## src/rtl/npc_fetch_unit_if.sv

```systemverilog
// Bus between the D-stage control-flow logic and the next-PC/fetch unit.
interface npc_fetch_unit_if #(
    parameter int unsigned CNT_W = 32
);
    logic              stall;
    logic              br_valid;
    logic [3:0]        br_type;
    logic              link_req;
    logic [31:0]       cmp_a;
    logic [31:0]       cmp_b;
    logic [31:0]       d_pc;
    logic [15:0]       imm16;
    logic [25:0]       idx26;
    logic [31:0]       jr_target;
    logic              exc_req;
    logic              eret_req;
    logic [31:0]       epc;
    logic [31:0]       f_pc;
    logic [31:0]       f_pc4;
    logic              redirect;
    logic              d_flush;
    logic              link_en;
    logic [31:0]       link_pc;
    logic              f_adel;
    logic [CNT_W-1:0]  redir_cnt;

    // Decode/hazard side: supplies control-flow requests, observes the fetch PC.
    modport master (
        output stall, br_valid, br_type, link_req, cmp_a, cmp_b, d_pc, imm16,
               idx26, jr_target, exc_req, eret_req, epc,
        input  f_pc, f_pc4, redirect, d_flush, link_en, link_pc, f_adel, redir_cnt
    );

    // Fetch unit side.
    modport slave (
        input  stall, br_valid, br_type, link_req, cmp_a, cmp_b, d_pc, imm16,
               idx26, jr_target, exc_req, eret_req, epc,
        output f_pc, f_pc4, redirect, d_flush, link_en, link_pc, f_adel, redir_cnt
    );
endinterface

```

## src/rtl/npc_fetch_unit.sv

```systemverilog
// Next-PC stage: owns the fetch PC and resolves D-stage branches, jumps,
// exception/ERET redirects, link generation and a saturating redirect count.
module npc_fetch_unit #(
    parameter logic [31:0] RESET_PC    = 32'h0000_3000,
    parameter logic [31:0] EXC_VEC     = 32'h0000_4180,
    parameter bit          DELAY_SLOT  = 1'b1,
    parameter bit          CHECK_ALIGN = 1'b1,
    parameter int unsigned CNT_W       = 32
) (
    input  logic                clk,
    input  logic                rst_n,
    npc_fetch_unit_if.slave     bus
);
    localparam logic [3:0] BT_BEQ     = 4'd1;
    localparam logic [3:0] BT_BNE     = 4'd2;
    localparam logic [3:0] BT_BLEZ    = 4'd3;
    localparam logic [3:0] BT_BGTZ    = 4'd4;
    localparam logic [3:0] BT_BLTZ    = 4'd5;
    localparam logic [3:0] BT_BGEZ    = 4'd6;
    localparam logic [3:0] BT_J       = 4'd7;
    localparam logic [3:0] BT_JR      = 4'd8;
    localparam logic [3:0] BT_BLEZALC = 4'd9;

    logic [31:0]       f_pc_q, f_pc_d;
    logic [CNT_W-1:0]  redir_cnt_q, redir_cnt_d;

    logic              cond_c;
    logic              take_c;
    logic              redirect_c;
    logic [31:0]       d_pc4_c;
    logic [31:0]       target_c;

    // Branch condition and taken target for the D-stage instruction.
    always_comb begin
        cond_c   = 1'b0;
        take_c   = 1'b0;
        d_pc4_c  = bus.d_pc + 32'd4;
        target_c = d_pc4_c + {{14{bus.imm16[15]}}, bus.imm16, 2'b00};
        unique case (bus.br_type)
            BT_BEQ:             cond_c = (bus.cmp_a == bus.cmp_b);
            BT_BNE:             cond_c = (bus.cmp_a != bus.cmp_b);
            BT_BLEZ, BT_BLEZALC: cond_c = ($signed(bus.cmp_a) <= 32'sd0);
            BT_BGTZ:            cond_c = ($signed(bus.cmp_a) >  32'sd0);
            BT_BLTZ:            cond_c = ($signed(bus.cmp_a) <  32'sd0);
            BT_BGEZ:            cond_c = ($signed(bus.cmp_a) >= 32'sd0);
            default:            cond_c = 1'b0;
        endcase
        if (bus.br_type == BT_J) begin
            target_c = {d_pc4_c[31:28], bus.idx26, 2'b00};
        end else if (bus.br_type == BT_JR) begin
            target_c = bus.jr_target;
        end
        take_c = bus.br_valid &
                 ((bus.br_type == BT_J) | (bus.br_type == BT_JR) | cond_c);
        redirect_c = take_c & ~bus.stall & ~bus.exc_req & ~bus.eret_req;
    end

    // Next-PC priority: exception > ERET > stall hold > taken redirect > sequential.
    always_comb begin
        f_pc_d      = f_pc_q + 32'd4;
        redir_cnt_d = redir_cnt_q;
        if (bus.exc_req) begin
            f_pc_d = EXC_VEC;
        end else if (bus.eret_req) begin
            f_pc_d = bus.epc;
        end else if (bus.stall) begin
            f_pc_d = f_pc_q;
        end else if (take_c) begin
            f_pc_d = target_c;
        end
        if (redirect_c && (redir_cnt_q != {CNT_W{1'b1}})) begin
            redir_cnt_d = redir_cnt_q + CNT_W'(1);
        end
    end

    // PC and redirect-counter registers.
    always_ff @(posedge clk or negedge rst_n) begin
        if (!rst_n) begin
            f_pc_q      <= RESET_PC;
            redir_cnt_q <= '0;
        end else begin
            f_pc_q      <= f_pc_d;
            redir_cnt_q <= redir_cnt_d;
        end
    end

    // Combinational fetch/link outputs.
    always_comb begin
        bus.f_pc      = f_pc_q;
        bus.f_pc4     = f_pc_q + 32'd4;
        bus.redirect  = redirect_c;
        bus.d_flush   = bus.exc_req | bus.eret_req | (~DELAY_SLOT & redirect_c);
        bus.link_en   = bus.br_valid &
                        (bus.link_req | ((bus.br_type == BT_BLEZALC) & cond_c));
        bus.link_pc   = DELAY_SLOT ? (bus.d_pc + 32'd8) : d_pc4_c;
        bus.f_adel    = CHECK_ALIGN & (f_pc_q[1:0] != 2'b00);
        bus.redir_cnt = redir_cnt_q;
    end
endmodule
```

## src/flat_wrapper.sv

```systemverilog
// flat-port wrapper written by rule: the top's interface ports become plain ports
module npc_fetch_unit_flat 
#(
    parameter logic [31:0] RESET_PC    = 32'h0000_3000,
    parameter logic [31:0] EXC_VEC     = 32'h0000_4180,
    parameter bit          DELAY_SLOT  = 1'b1,
    parameter bit          CHECK_ALIGN = 1'b1,
    parameter int unsigned CNT_W       = 32
)
  (clk, rst_n, bus_stall, bus_br_valid, bus_br_type, bus_link_req, bus_cmp_a, bus_cmp_b, bus_d_pc, bus_imm16, bus_idx26, bus_jr_target, bus_exc_req, bus_eret_req, bus_epc, bus_f_pc, bus_f_pc4, bus_redirect, bus_d_flush, bus_link_en, bus_link_pc, bus_f_adel, bus_redir_cnt);
  npc_fetch_unit_if #(.CNT_W(CNT_W)) bus_i ();
  input  logic clk;
  input  logic rst_n;
  input wire logic [$bits(bus_i.stall)-1:0] bus_stall;
  input wire logic [$bits(bus_i.br_valid)-1:0] bus_br_valid;
  input wire logic [$bits(bus_i.br_type)-1:0] bus_br_type;
  input wire logic [$bits(bus_i.link_req)-1:0] bus_link_req;
  input wire logic [$bits(bus_i.cmp_a)-1:0] bus_cmp_a;
  input wire logic [$bits(bus_i.cmp_b)-1:0] bus_cmp_b;
  input wire logic [$bits(bus_i.d_pc)-1:0] bus_d_pc;
  input wire logic [$bits(bus_i.imm16)-1:0] bus_imm16;
  input wire logic [$bits(bus_i.idx26)-1:0] bus_idx26;
  input wire logic [$bits(bus_i.jr_target)-1:0] bus_jr_target;
  input wire logic [$bits(bus_i.exc_req)-1:0] bus_exc_req;
  input wire logic [$bits(bus_i.eret_req)-1:0] bus_eret_req;
  input wire logic [$bits(bus_i.epc)-1:0] bus_epc;
  output wire logic [$bits(bus_i.f_pc)-1:0] bus_f_pc;
  output wire logic [$bits(bus_i.f_pc4)-1:0] bus_f_pc4;
  output wire logic [$bits(bus_i.redirect)-1:0] bus_redirect;
  output wire logic [$bits(bus_i.d_flush)-1:0] bus_d_flush;
  output wire logic [$bits(bus_i.link_en)-1:0] bus_link_en;
  output wire logic [$bits(bus_i.link_pc)-1:0] bus_link_pc;
  output wire logic [$bits(bus_i.f_adel)-1:0] bus_f_adel;
  output wire logic [$bits(bus_i.redir_cnt)-1:0] bus_redir_cnt;
  assign bus_i.stall = bus_stall;
  assign bus_i.br_valid = bus_br_valid;
  assign bus_i.br_type = bus_br_type;
  assign bus_i.link_req = bus_link_req;
  assign bus_i.cmp_a = bus_cmp_a;
  assign bus_i.cmp_b = bus_cmp_b;
  assign bus_i.d_pc = bus_d_pc;
  assign bus_i.imm16 = bus_imm16;
  assign bus_i.idx26 = bus_idx26;
  assign bus_i.jr_target = bus_jr_target;
  assign bus_i.exc_req = bus_exc_req;
  assign bus_i.eret_req = bus_eret_req;
  assign bus_i.epc = bus_epc;
  assign bus_f_pc = bus_i.f_pc;
  assign bus_f_pc4 = bus_i.f_pc4;
  assign bus_redirect = bus_i.redirect;
  assign bus_d_flush = bus_i.d_flush;
  assign bus_link_en = bus_i.link_en;
  assign bus_link_pc = bus_i.link_pc;
  assign bus_f_adel = bus_i.f_adel;
  assign bus_redir_cnt = bus_i.redir_cnt;
  npc_fetch_unit #(.RESET_PC(RESET_PC), .EXC_VEC(EXC_VEC), .DELAY_SLOT(DELAY_SLOT), .CHECK_ALIGN(CHECK_ALIGN), .CNT_W(CNT_W)) u_core (.clk(clk), .rst_n(rst_n), .bus(bus_i));
endmodule
```

## config.mk

```make
export PLATFORM = sky130hd
export DESIGN_NAME = npc_fetch_unit_flat
export DESIGN_NICKNAME = d
export VERILOG_FILES = /design/src/rtl/npc_fetch_unit_if.sv /design/src/rtl/npc_fetch_unit.sv /design/src/flat_wrapper.sv
export SDC_FILE = /design/constraint.sdc
export NUM_CORES = 1
export LEC_CHECK = 0
export CAP_MARGIN = 20
export CORE_UTILIZATION = 30
export CTS_CLUSTER_SIZE = 16
export DETAILED_ROUTE_END_ITERATION = 8
export PLACE_DENSITY_LB_ADDON = 0.08
export SLEW_MARGIN = 30
export SYNTH_ARGS = -nofsm -noshare
export SYNTH_HDL_FRONTEND = slang
export SYNTH_SLANG_ARGS = --single-unit
```

## constraint.sdc

```tcl
create_clock -name clk -period 5.7 [get_ports clk]
set_clock_uncertainty 0.15 [all_clocks]
set_input_delay 1.425 -clock clk [delete_from_list [all_inputs] [get_ports clk]]
set_output_delay 1.425 -clock clk [all_outputs]
set_load 0.02 [all_outputs]
```

# ---- Word level (Yosys, flattened, before mapping)
# Index checks and enable logic that the tools add are counted.
dict set report totals {
  in_bits 213
  output_inout_bits 132
  elab_cells 47
  regBits 64
}
dict set report classes {
  mux 7
  order_cmp 4
  bitwise_logic 13
  addsub 5
  reduce_logical 3
  eq_ne 13
}
# op n
set op_table {}
lappend op_table {{$mux W32} 6}
lappend op_table {{$add A32 B3 Y32 const B} 2}
lappend op_table {{$add A32 B1 Y32 const B} 1}
lappend op_table {{$add A32 B32 Y32} 1}
lappend op_table {{$add A32 B4 Y32 const B} 1}
lappend op_table {{$eq A32 B32 Y1} 1}
lappend op_table {{$ge A32 B1 Y1 const B} 1}
lappend op_table {{$gt A32 B1 Y1 const B} 1}
lappend op_table {{$le A32 B1 Y1 const B} 1}
lappend op_table {{$lt A32 B1 Y1 const B} 1}
lappend op_table {{$ne A32 B32 Y1} 1}
lappend op_table {{$ne A32 B32 Y1 const B} 1}
lappend op_table {{$eq A4 B3 Y1 const B} 4}
lappend op_table {{$eq A4 B2 Y1 const B} 2}
lappend op_table {{$eq A4 B4 Y1 const B} 2}
lappend op_table {{$and A1 B1 Y1} 6}
lappend op_table {{$pmux W1 S6} 1}
lappend op_table {{$eq A4 B1 Y1 const B} 1}
lappend op_table {{$or A1 B1 Y1} 4}
lappend op_table {{$ne A3 B1 Y1 const B} 1}
lappend op_table {{$not A1 Y1} 3}
lappend op_table {{$reduce_bool A2 Y1} 1}
lappend op_table {{$reduce_or A2 Y1} 1}
lappend op_table {{$logic_and A1 B1 Y1} 1}

# ---- Depth between registers and ports, before layout
dict set report depth {
  ltp_word 9
  depth_mapped 19
  ltp_nobuf 17
}

# ---- Worst setup path after synthesis
# No wires, ideal clock.
dict set report synth_timing {
  path_kind {input -> output}
  start {input port bus_br_type[0]}
  end {output port bus_redirect}
  path_stages 10
  required_ps 4125
  setup_slack_ps 434
  path_buffers 5
  arrival_time_ps 3691
  path_cell_list {buf_2 > or4b_1 > buf_2 > nand2_4 > o32ai_1 > o211a_1 > buf_2 > clkbuf_1 > buf_1 > nor3_1}
}
dict set report synth_between {
  elab_chain_cells 8
  elab_cells_between_ends 17
  classes_between {eq/ne: 9; mux: 1; bitwise: 6; reduce/logical: 1}
}
# item line
set synth_lines {}
lappend synth_lines {{start, declared} flat_wrapper.sv:16} ;# input wire logic [$bits(bus_i.br_type)-1:0] bus_br_type;
lappend synth_lines {{$eq A4 B2 Y1 or $eq A4 B4 Y1 (tied branches)} npc_fetch_unit.sv:39} ;# unique case (bus.br_type)
lappend synth_lines {{$reduce_or A2 Y1} npc_fetch_unit.sv:39}
lappend synth_lines {{$pmux W1 S6} npc_fetch_unit.sv:39}
lappend synth_lines {{$or A1 B1 Y1 *} npc_fetch_unit.sv:54} ;# ((bus.br_type == BT_J) | (bus.br_type == BT_JR) | cond_c);
lappend synth_lines {{$and A1 B1 Y1 *} npc_fetch_unit.sv:53} ;# take_c = bus.br_valid &
lappend synth_lines {{$and A1 B1 Y1 * (3 in a row)} npc_fetch_unit.sv:55} ;# redirect_c = take_c & ~bus.stall & ~bus.exc_req & ~bus.eret_req;
lappend synth_lines {{end, declared} flat_wrapper.sv:29} ;# output wire logic [$bits(bus_i.redirect)-1:0] bus_redirect;
# Mark *: on every way between the ends. The rest lies on a longest branch, timed or not.

# ---- Worst setup path after layout
dict set report layout_timing {
  start {input port bus_d_pc[5]}
  end {output port bus_link_pc[27]}
}
dict set report layout_between {
  elab_chain_cells 1
}
# item line
set layout_lines {}
lappend layout_lines {{start, declared} flat_wrapper.sv:20} ;# input wire logic [$bits(bus_i.d_pc)-1:0] bus_d_pc;
lappend layout_lines {{$add A32 B4 Y32} npc_fetch_unit.sv:95} ;# bus.link_pc = DELAY_SLOT ? (bus.d_pc + 32'd8) : d_pc4_c;
lappend layout_lines {{end, declared} flat_wrapper.sv:32} ;# output wire logic [$bits(bus_i.link_pc)-1:0] bus_link_pc;
# Every way passes these cells.

==> results_dict.tcl <==
set metrics [dict create \
    drt_iter0_markers 654 \
    finalSetupViolations 0 \
    cts_setup_buffers 0 \
    worstSetupPathType "primary input to output port" \
    reg2reg_setup_slack_ns 2.39 \
    first_pass_iters 5 \
    yosys_warnings 0 \
    setup_tns_ns 0 \
    critPathLaunchType "primary input" \
    async_reset_ff_frac 1.000 \
    rsz0062_at_grt "false" \
    antenna_found_initial 8 \
    cts_buffers 9 \
    viasPerCell 5.231 \
    p_leak_nw 4.868 \
    cp_slowest_cell "clkdlybuf4s50_1" \
    ir_drop_mv 0.1146 \
    worstMarginPinSlew_ns 0.8222 \
    status "complete, no violations" \
    drtAntennaViolNets 0 \
    vias 9049 \
    fmax_ghz 0.1800 \
    critPathMaxStageDelay_ns 0.62 \
    final_nets 1639 \
    synth_edf_count 0 \
    power.density_mw_per_mm2 167.2 \
    synth_area_mm2 0.007780 \
    wl_per_cell_um 19.06 \
    synthCells 1034 \
    arrival_ns 3.98 \
    hp-class "flop to flop" \
    rows 58 \
    port-buffer-count 344 \
    grt_max_degree 64 \
    drc 0 \
    track_usage 0.2439 \
    initial_core_util 0.3072 \
    clock_latency_ns 0.34 \
    die_x_um 163.0 \
    hold_violations 0 \
    worst-path-buf-inv 2 \
    slew_violations 0 \
    syn_nets 1285 \
    die_h_um 163.0 \
    postRouteWirelength_um 32980 \
    synthToLayoutAreaGrowth_pct 56.82 \
    gp_congestion 0.8642 \
    core_area_mm2 0.02533 \
    grt_first_pass_wirelength_um 49970 \
    die-area_mm2 0.02658 \
    tritoncts "yes" \
    cts_num_sinks 64 \
    whs_ns 0.3404 \
    grt_pass1_vias 8705 \
    min_period_ns 5.555 \
    syn_avg_cell_area_um2 7.524 \
    yosysSeqAreaShare 0.2062 \
    endpoint_kind "output port" \
    post-route-period-util 0.9746 \
    synth_seq_cells 64 \
    cts_buffer_depth 2 \
    overflow 0 \
    clk_pin_slew_ns 0.06 \
    cts_root_buffer "clkbuf_16" \
    synth-main-ff-cell "dfrtp_1" \
    htreeDepth 3 \
    worstPathMaxFanout 5 \
    crit_required_ns 4.12 \
    ioPinCount 345 \
    drive_gt1_frac 0.07609 \
    slew_headroom 0.4498 \
    synth_cell_type_count 72 \
    crit_chain "clkdlybuf4s50_1, nand3_1, nor4_2, nor2b_2, nand3_1, nor2_1, xor2_1, clkdlybuf4s50_1" \
    cap_violations 0 \
    crit_family "simple AND/OR/NAND/NOR gates" \
    dp_hpwl_um 26670 \
]
-- layout by cell type (no fill, tap or decap), types with 9 or more instances in the layout --
| master | instances |
|---|---|
| clkdlybuf4s50_1 | 341 |
| nand2_1 | 106 |
| nor2_1 | 95 |
| xor2_1 | 83 |
| xnor2_1 | 83 |
| buf_4 | 67 |
| a21oi_1 | 62 |
| dfrtp_1 | 62 |
| nand3_1 | 50 |
| o21ai_0 | 45 |
| ha_1 | 37 |
| nand4_1 | 34 |
| nor3_1 | 26 |
| inv_1 | 25 |
| a211oi_1 | 23 |
| nor4_1 | 20 |
| and3_1 | 16 |
| a21o_1 | 15 |
| a31oi_1 | 14 |
| o211ai_1 | 12 |
| o22ai_1 | 12 |
| and2_1 | 9 |
| or3_1 | 9 |
| mux2i_1 | 9 |
| clkbuf_16 | 9 |
-- routing by layer --
layer | GRT usage | routed length [µm] | vias to the layer above
met3 | 0.05510 | 2479 | 33
met4 | 0.06754 | 599 | 0
met5 | 0 | 0 | -
li1 | - | - | 4489
met1 | 0.3254 | 15040 | 4200
met2 | 0.3923 | 14860 | 327
-- stage by stage --
step	total power (W)	cells	util	setup WS [ns]	instance area, µm²
after floorplan	0.0009703	1034	-	0.4339	7780
after global placement	0.001417	1707	0.4679	-0.05133	11850
after detailed placement	0.001420	1707	0.4679	-0.05078	11850
after CTS	0.002045	1723	0.4808	0.06150	12180
after global routing	0.002146	1728	0.4815	0.01713	12200
final	0.002039	1730	0.4817	0.1447	12200
-- Yosys cell counts, drive strengths merged (23+ instances only) --
| master | n | area (µm²) |
|---|---|---|
| nand2 | 108 | 415.4 |
| nor2 | 95 | 356.6 |
| xnor2 | 83 | 727.0 |
| xor2 | 83 | 727.0 |
| a21oi | 62 | 310.3 |
| dfrtp | 62 | 1551 |
| nand3 | 50 | 250.2 |
| clkbuf | 48 | 180.2 |
| o21ai | 45 | 225.2 |
| ha | 37 | 462.9 |
| nand4 | 35 | 234.0 |
| nor3 | 28 | 150.1 |
| inv | 25 | 93.84 |
| a211oi | 23 | 172.7 |
| nor4 | 23 | 171.4 |
-- cell type report --
cell class                 count  area, µm²
fill                        2571      13130
multi-input combinational    877       5811
timing repair buffer         410       3930
sequential                    64       1604
tap                          330      412.9
clock buffer                   9      225.2
clock inverter                 7      102.6
inverter                      26      97.59
antenna                        7      17.52
-- worst paths after layout --
kind / start / end / depth (start not counted)
worst max-delay path: bus_d_pc[5] / bus_link_pc[27] / 8
worst min-delay path: u_core.bus.redir_cnt[24] / u_core.bus.redir_cnt[24] / 1
worst max register to register: u_core.bus.f_pc[2] / u_core.bus.f_pc[26] / 9
worst min register to register: u_core.bus.redir_cnt[24] / u_core.bus.redir_cnt[24] / 1
max in group asynchronous: rst_n / u_core.bus.f_pc[13] / 2
min in group asynchronous: rst_n / u_core.bus.redir_cnt[22] / 1
-- state kept, by name (all words and copies together) (netlist names) --
register / count
u_core.bus.f_pc: 32
u_core.bus.redir_cnt: 32
-- logic make-up after synthesis --
logic type / share of synthesized area
and+or+nand+nor: 0.2699
buffers and inverters: 0.04809
adders and majority gates: 0.06208
muxes: 0.01737
DFF: 0.2062
xor gates and xnor gates: 0.1869
AOI/OAI and AO/OA: 0.2096
-- power by group --
part           switching, W  internal (W)  leakage (nW)
Combinational      0.000446      0.000444          3.87
Clock              0.000235      0.000388         0.157
Sequential        0.0000454      0.000480         0.839
Total              0.000727       0.00131          4.87
-- repair_timing --
item | in CTS | in global routing
gates cloned | 0 | 0
gates resized for setup | 1 | 1
hold buffers | 0 | 0
endpoints found under the setup margin | 1 | 2
(Power assumes the default switching activity.)
